`config.mk`:
```
export PLATFORM = sky130hd
export DESIGN_NAME = program_loader
export DESIGN_NICKNAME = d
export VERILOG_FILES = /design/src/rtl/loader_pkg.sv /design/src/rtl/byte_word_packer.sv /design/src/rtl/program_loader.sv
export SDC_FILE = /design/constraint.sdc
export NUM_CORES = 1
export LEC_CHECK = 0
export ABC_AREA = 0
export BUFFER_PORTS_ARGS = -buffer_cell sky130_fd_sc_hd__buf_2
export CORE_UTILIZATION = 35
export CTS_CLUSTER_DIAMETER = 80
export DETAILED_ROUTE_END_ITERATION = 8
export GPL_ROUTABILITY_DRIVEN = 0
export PLACE_DENSITY_LB_ADDON = 0.08
export SKIP_CTS_REPAIR_TIMING = 1
export SLEW_MARGIN = 20
export SYNTH_ARGS = -nofsm -noshare
export SYNTH_HDL_FRONTEND = slang
export SYNTH_HIERARCHICAL = 1
export SYNTH_SLANG_ARGS = --single-unit
export TNS_END_PERCENT = 5
```
`constraint.sdc`:
```
create_clock -name clk_i -period 3 [get_ports clk_i]
set_input_delay 0.3 -clock clk_i [delete_from_list [all_inputs] [get_ports clk_i]]
set_output_delay 0.3 -clock clk_i [all_outputs]
set_load 0.01 [all_outputs]
```
`src/rtl/loader_pkg.sv`:
```
// Shared types and constants for the program loader: FSM state encoding,
// length-field width, byte-lane numbering and the lane insert helper.
package loader_pkg;

  localparam int LEN_W  = 16;
  localparam int BYTE_W = 8;
  localparam int WORD_W = 32;

  localparam logic [1:0] LANE_0 = 2'd0;
  localparam logic [1:0] LANE_1 = 2'd1;
  localparam logic [1:0] LANE_2 = 2'd2;
  localparam logic [1:0] LANE_3 = 2'd3;

  typedef enum logic [2:0] {
    ST_IDLE   = 3'd0,
    ST_LEN_LO = 3'd1,
    ST_LEN_HI = 3'd2,
    ST_DATA   = 3'd3,
    ST_WRITE  = 3'd4,
    ST_DONE   = 3'd5,
    ST_ERROR  = 3'd6
  } loaderState_t;

  // Place one byte into the given little-endian lane of a word.
  function automatic logic [WORD_W-1:0] insertByte(
    input logic [WORD_W-1:0] word,
    input logic [1:0]        lane,
    input logic [BYTE_W-1:0] b
  );
    logic [WORD_W-1:0] result;
    result = word;
    case (lane)
      LANE_0:  result[7:0]   = b;
      LANE_1:  result[15:8]  = b;
      LANE_2:  result[23:16] = b;
      LANE_3:  result[31:24] = b;
      default: result        = word;
    endcase
    return result;
  endfunction

endpackage

```
`src/rtl/byte_word_packer.sv`:
```
// Collects accepted bytes into a 32-bit little-endian word. The completed
// word and its valid pulse are presented in the cycle the 4th byte arrives,
// so the caller can register the whole word on that same edge.
module byte_word_packer
  import loader_pkg::*;
(
  input  logic              clk,
  input  logic              rstN,
  input  logic              clear,
  input  logic              byteValid,
  input  logic [BYTE_W-1:0] byteIn,
  output logic [WORD_W-1:0] word,
  output logic              wordValid
);

  logic [1:0]        lane_r;
  logic [WORD_W-1:0] word_r;
  logic [WORD_W-1:0] packedWord_s;

  // Merge the incoming byte into the partial word at the current lane.
  always_comb begin
    packedWord_s = insertByte(word_r, lane_r, byteIn);
    word         = packedWord_s;
    wordValid    = byteValid && (lane_r == LANE_3);
  end

  // Lane counter and partial-word storage; a full word restarts at lane 0.
  always_ff @(posedge clk or negedge rstN) begin
    if (!rstN) begin
      lane_r <= LANE_0;
      word_r <= 32'h0000_0000;
    end else if (clear) begin
      lane_r <= LANE_0;
      word_r <= 32'h0000_0000;
    end else if (byteValid) begin
      lane_r <= lane_r + 2'd1;
      word_r <= (lane_r == LANE_3) ? 32'h0000_0000 : packedWord_s;
    end else begin
      lane_r <= lane_r;
      word_r <= word_r;
    end
  end

endmodule

```
`src/rtl/program_loader.sv`:
```
// Streams a length-prefixed program into instruction memory and holds the
// core in reset until a complete, in-range image has been written.
module program_loader
  import loader_pkg::*;
#(
  parameter int DEPTH_WORDS = 256,
  parameter int ADDR_W      = 8
) (
  input  logic              clk_i,
  input  logic              reset_i,
  input  logic              load_start_i,
  input  logic              byte_valid_i,
  input  logic [7:0]        byte_data_i,
  output logic              byte_ready_o,
  output logic              imem_we_o,
  output logic [ADDR_W-1:0] imem_addr_o,
  output logic [31:0]       imem_wdata_o,
  output logic              core_reset_o,
  output logic              busy_o,
  output logic              done_o,
  output logic              error_o
);

  localparam logic [LEN_W-1:0] MAX_WORDS = LEN_W'(DEPTH_WORDS);

  loaderState_t      state_r;
  logic [LEN_W-1:0]  wordCount_r;
  logic [LEN_W-1:0]  index_r;

  logic              accept_s;
  logic              packClear_s;
  logic              packValid_s;
  logic [WORD_W-1:0] packWord_s;
  logic              wordValid_s;
  logic [LEN_W-1:0]  lenNext_s;
  logic [LEN_W-1:0]  indexNext_s;

  // Handshake qualification and values needed by the state register.
  always_comb begin
    accept_s    = byte_valid_i && byte_ready_o;
    packClear_s = (state_r != ST_DATA) && (state_r != ST_WRITE);
    packValid_s = accept_s && (state_r == ST_DATA);
    lenNext_s   = {byte_data_i, wordCount_r[7:0]};
    indexNext_s = index_r + 16'd1;
  end

  byte_word_packer u_packer (
    .clk       (clk_i),
    .rstN      (reset_i),
    .clear     (packClear_s),
    .byteValid (packValid_s),
    .byteIn    (byte_data_i),
    .word      (packWord_s),
    .wordValid (wordValid_s)
  );

  // Loader FSM; every output is a flop updated together with the state.
  always_ff @(posedge clk_i or negedge reset_i) begin
    if (!reset_i) begin
      state_r      <= ST_IDLE;
      wordCount_r  <= {LEN_W{1'b0}};
      index_r      <= {LEN_W{1'b0}};
      byte_ready_o <= 1'b0;
      imem_we_o    <= 1'b0;
      imem_addr_o  <= {ADDR_W{1'b0}};
      imem_wdata_o <= 32'h0000_0000;
      core_reset_o <= 1'b0;
      busy_o       <= 1'b0;
      done_o       <= 1'b0;
      error_o      <= 1'b0;
    end else begin
      imem_we_o <= 1'b0;
      case (state_r)
        ST_IDLE, ST_DONE, ST_ERROR: begin
          if (load_start_i) begin
            state_r      <= ST_LEN_LO;
            wordCount_r  <= {LEN_W{1'b0}};
            index_r      <= {LEN_W{1'b0}};
            byte_ready_o <= 1'b1;
            core_reset_o <= 1'b0;
            busy_o       <= 1'b1;
            done_o       <= 1'b0;
            error_o      <= 1'b0;
          end
        end
        ST_LEN_LO: begin
          if (accept_s) begin
            wordCount_r <= {8'h00, byte_data_i};
            state_r     <= ST_LEN_HI;
          end
        end
        ST_LEN_HI: begin
          if (accept_s) begin
            wordCount_r <= lenNext_s;
            index_r     <= {LEN_W{1'b0}};
            if (lenNext_s == 16'd0) begin
              state_r      <= ST_DONE;
              byte_ready_o <= 1'b0;
              busy_o       <= 1'b0;
              done_o       <= 1'b1;
              core_reset_o <= 1'b1;
            end else if (lenNext_s > MAX_WORDS) begin
              state_r      <= ST_ERROR;
              byte_ready_o <= 1'b0;
              busy_o       <= 1'b0;
              error_o      <= 1'b1;
            end else begin
              state_r <= ST_DATA;
            end
          end
        end
        ST_DATA: begin
          if (wordValid_s) begin
            state_r      <= ST_WRITE;
            byte_ready_o <= 1'b0;
            imem_we_o    <= 1'b1;
            imem_addr_o  <= index_r[ADDR_W-1:0];
            imem_wdata_o <= packWord_s;
          end
        end
        ST_WRITE: begin
          index_r <= indexNext_s;
          if (indexNext_s == wordCount_r) begin
            state_r      <= ST_DONE;
            busy_o       <= 1'b0;
            done_o       <= 1'b1;
            core_reset_o <= 1'b1;
          end else begin
            state_r      <= ST_DATA;
            byte_ready_o <= 1'b1;
          end
        end
        default: begin
          state_r      <= ST_IDLE;
          byte_ready_o <= 1'b0;
          core_reset_o <= 1'b0;
          busy_o       <= 1'b0;
          done_o       <= 1'b0;
          error_o      <= 1'b0;
        end
      endcase
    end
  end

endmodule

```
==> reports/qor.tcl <==
set qor(start_util) 0.359
set qor(irDropWorstVdd_mv) 0.423
set qor(buffer_ports.inserted) 57
set qor(grt_first_pass_wirelength_mm) 28.2
set qor(layout.area.seq_mm2) 0.00285
set qor(clock-root-buffer) {sky130_fd_sc_hd__clkbuf_16}
set qor(status) {completed}
set qor(cellLeakagePower_nw) 3.44
set qor(die_w_um) 141
set qor(synth_ff_type) {sky130_fd_sc_hd__dfrtp_1}
set qor(drtIter0Drc) 223
set qor(detail-route-antenna-nets) 0
set qor(synth.distinct_cells) 61
set qor(dp_cells) 985
set qor(power.density_cell_area_mw_per_mm2) 732
set qor(grt_start_max_net_pins) 99
set qor(timing.critical_path.fanout_max) 98
set qor(syn-instance-count) 708
set qor(cts.reportedPaths.clkPinSlew_ns) 0.06
set qor(pins_over_slew_limit) 0
set qor(route.detailed.drc) 0
set qor(io_pins) 58
set qor(die_h_um) 141
set qor(worstPathCellList) {nand3b_1 > nor3_2 > buf_4 > nand3_1 > a221oi_2}
set qor(critical_path.startpoint_type) {flop}
set qor(dpl-instance-area_mm2) 0.00723
set qor(finalPower_mw) 5.74
set qor(final_cell_count_no_fill) 1018
set qor(number_of_antenna_violations_at_the_first_check_in_global_routing) 0
set qor(ratio_of_routed_vias_to_standard_cells) 5.19
set qor(tritoncts_num_sinks) 114
set qor(cts_max_path_buffers) 2
set qor(final.fill_count) 1851
set qor(drt-wirelength-per-cell_um) 16.8
set qor(maxCapViolations) 0
set qor(final.setup.tns_ns) 0
set qor(first_global_vias) 5404
set qor(die-area_mm2) 0.0199
set qor(final_net_count) 763
set qor(detailroute.via_count) 5284
set qor(insertedDiodeCount) 0
set qor(crit_required_ns) 3.32
set qor(worst_clock_skew_ns) 0.00720
set qor(hold_viol_final) 0
set qor(global_route.usage.total) 0.183
set qor(clock_insertion_delay_worst_skew_ns) 0.41
set qor(rsz0062_at_grt) {no}
set qor(globalRouteOverflowTotal) 0
set qor(timing.setup.critical_path_class) {reg -> reg}
set qor(endpoint_kind) {flop}
set qor(max-slew-margin-rel) 0.350
set qor(timing.final.crit_period_ns) 2.44
set qor(synthArstFlopShare) 1.00
set qor(timing.final.crit_share) 0.812
set qor(finalSetupViolations) 0
set qor(util_after_layout) 0.416
set qor(postSynthAreaPerCell_um2) 9.54
set qor(nets_in_the_synthesized_netlist) 726
set qor(dp_hpwl_mm) 11.1
set qor(cp_slowest_cell) {sky130_fd_sc_hd__buf_4}
set qor(post-route-cell-area_mm2) 0.00784
set qor(core.rowCount) 50
set qor(tightestPinTransition_ns) 0.974
set qor(number_of_cell_instances_on_the_worst_register_to_register_path) 5
set qor(layout-drive-gt1-share) 0.281
set qor(yosys_warnings) 6
set qor(finalHoldWorstSlack_ns) 0.267
set qor(timing_limited_maximum_frequency_ghz) 0.411
set qor(critPathArrivalTime_ns) 2.76
set qor(layout_setup_ws_ns) 0.564
set qor(tritoncts.num_buffers) 17
set qor(whs_path_depth) 3
set qor(pre_cts_ws_ns) 0.505
set qor(seq_area_frac_synth) 0.423
set qor(synth_enable_flop_cells) 0
set qor(summed_instance_area_of_the_synthesized_netlist_mm2) 0.00675
set qor(cts-htree-levels) 4
set qor(synth_seq_cells) 114
set qor(multi_input_area_mm2) 0.00358
set qor(drt_pre_antenna_iters) 5
set qor(area_growth_pct) 16.2
set qor(timing.critical_path.slowest_cell_delay_ns) 0.70
set qor(wl_mm) 17.1
set qor(holdCritPathClass) {in -> reg}
set qor(tritoncts_clock_tree) {yes}
set qor(core_area_mm2) 0.0188
[layout make-up]
cell class	count	area share
timing repair buffer	74	0.0565
clock inverter	14	0.0209
tap	260	0.0415
clock buffer	18	0.0560
sequential	114	0.364
inverter	9	0.00431
multi-input combinational	529	0.457
[flip-flops by register name (all words and copies together) (netlist names)]
signal           cells
byte_ready_o         1
wordCount_r         16
imem_we_o            1
state_r              3
imem_addr_o          8
error_o              1
u_packer/lane_r      2
imem_wdata_o        32
busy_o               1
done_o               1
u_packer/word_r     32
index_r             16
[cell usage after synthesis (3+ instances only)]
library cell / count / area (µm²)
sky130_fd_sc_hd__a21bo_1: 4 / 40.0
sky130_fd_sc_hd__a21bo_2: 28 / 280
sky130_fd_sc_hd__a21oi_1: 17 / 85.1
sky130_fd_sc_hd__a221oi_2: 32 / 480
sky130_fd_sc_hd__a22o_1: 9 / 78.8
sky130_fd_sc_hd__a31oi_1: 6 / 37.5
sky130_fd_sc_hd__and4_1: 3 / 26.3
sky130_fd_sc_hd__buf_2: 25 / 125
sky130_fd_sc_hd__buf_6: 6 / 67.6
sky130_fd_sc_hd__clkbuf_1: 20 / 75.1
sky130_fd_sc_hd__dfrtp_1: 114 / 2850
sky130_fd_sc_hd__ha_1: 6 / 75.1
sky130_fd_sc_hd__inv_1: 9 / 33.8
sky130_fd_sc_hd__mux2_2: 32 / 360
sky130_fd_sc_hd__mux2i_1: 3 / 30.0
sky130_fd_sc_hd__nand2_1: 162 / 608
sky130_fd_sc_hd__nand2b_1: 36 / 225
sky130_fd_sc_hd__nand3_1: 38 / 190
sky130_fd_sc_hd__nand4_1: 7 / 43.8
sky130_fd_sc_hd__nor2_1: 29 / 109
sky130_fd_sc_hd__nor3_1: 5 / 25.0
sky130_fd_sc_hd__nor3b_1: 3 / 22.5
sky130_fd_sc_hd__nor4_1: 3 / 18.8
sky130_fd_sc_hd__nor4_2: 3 / 37.5
sky130_fd_sc_hd__o21ai_0: 31 / 155
sky130_fd_sc_hd__o31ai_1: 4 / 30.0
sky130_fd_sc_hd__o41ai_1: 3 / 26.3
sky130_fd_sc_hd__or4_1: 3 / 22.5
sky130_fd_sc_hd__xnor2_1: 18 / 158
sky130_fd_sc_hd__xor2_1: 10 / 87.6
[layout by cell type (no fill, tap or decap), types with 10 or more instances in the layout]
cell type,n
sky130_fd_sc_hd__a21bo_2,28
sky130_fd_sc_hd__a21oi_1,16
sky130_fd_sc_hd__a221oi_2,32
sky130_fd_sc_hd__buf_2,56
sky130_fd_sc_hd__buf_4,15
sky130_fd_sc_hd__clkbuf_16,17
sky130_fd_sc_hd__dfrtp_1,114
sky130_fd_sc_hd__mux2_2,32
sky130_fd_sc_hd__nand2_1,162
sky130_fd_sc_hd__nand2b_1,36
sky130_fd_sc_hd__nand3_1,37
sky130_fd_sc_hd__nor2_1,29
sky130_fd_sc_hd__o21ai_0,31
sky130_fd_sc_hd__xnor2_1,18
sky130_fd_sc_hd__xor2_1,10
[path summary, 6_finish.rpt]
check,endpoint,from,slack [ns]
hold / removal,wordCount_r[12]$_DFFE_PN0P_,byte_data_i[4],0.27
max in group asynchronous,imem_wdata_o[20]$_DFFE_PN0P_,reset_i,1.77
setup / recovery,u_packer/word_r[18]$_DFFE_PN0P_,state_r[2]$_DFFE_PN0P_,0.56
setup reg to reg,u_packer/word_r[18]$_DFFE_PN0P_,state_r[2]$_DFFE_PN0P_,0.56
hold reg to reg,imem_addr_o[2]$_DFFE_PN0P_,imem_addr_o[2]$_DFFE_PN0P_,0.47
min in group asynchronous,index_r[11]$_DFFE_PN0P_,reset_i,0.44
[power by group]
| part | internal [mW] | switching [mW] | total (mW) |
|---|---|---|---|
| sequential | 1.72 | 0.287 | 2.01 |
| clock | 1.32 | 0.748 | 2.07 |
| combinational | 0.647 | 1.02 | 1.66 |
| total | 3.69 | 2.05 | 5.74 |
[critical path: cells and delay by family (launching register included)]
| family | cells | cell delay (ns) |
|---|---|---|
| compound gates | 1 | 0.28 |
| simple gates | 3 | 0.75 |
| buf+inv | 1 | 0.70 |
| flops | 1 | 0.57 |
[cell families (layout without fill, tap and decap cells)]
kind of cell	count (synthesis)	after routing	synth area share
AND/OR/NAND/NOR	306	306	0.214
AO/OA/AOI/OAI	152	152	0.204
flip-flops	114	114	0.423
buffers and inverters	65	115	0.0500
multiplexers	35	35	0.0578
XOR/XNOR	29	29	0.0387
adder cells (fa/ha/maj)	7	7	0.0126
[routing by layer]
layer  part of all wire  vias to the layer above  global-route usage
li1                   -                     2568                   -
met1               0.48                     2607               0.235
met2               0.48                       93               0.305
met3              0.028                       16              0.0394
met4              0.013                        0              0.0595
met5                  0                        -                   0
Power figures use the tool's default switching activity.
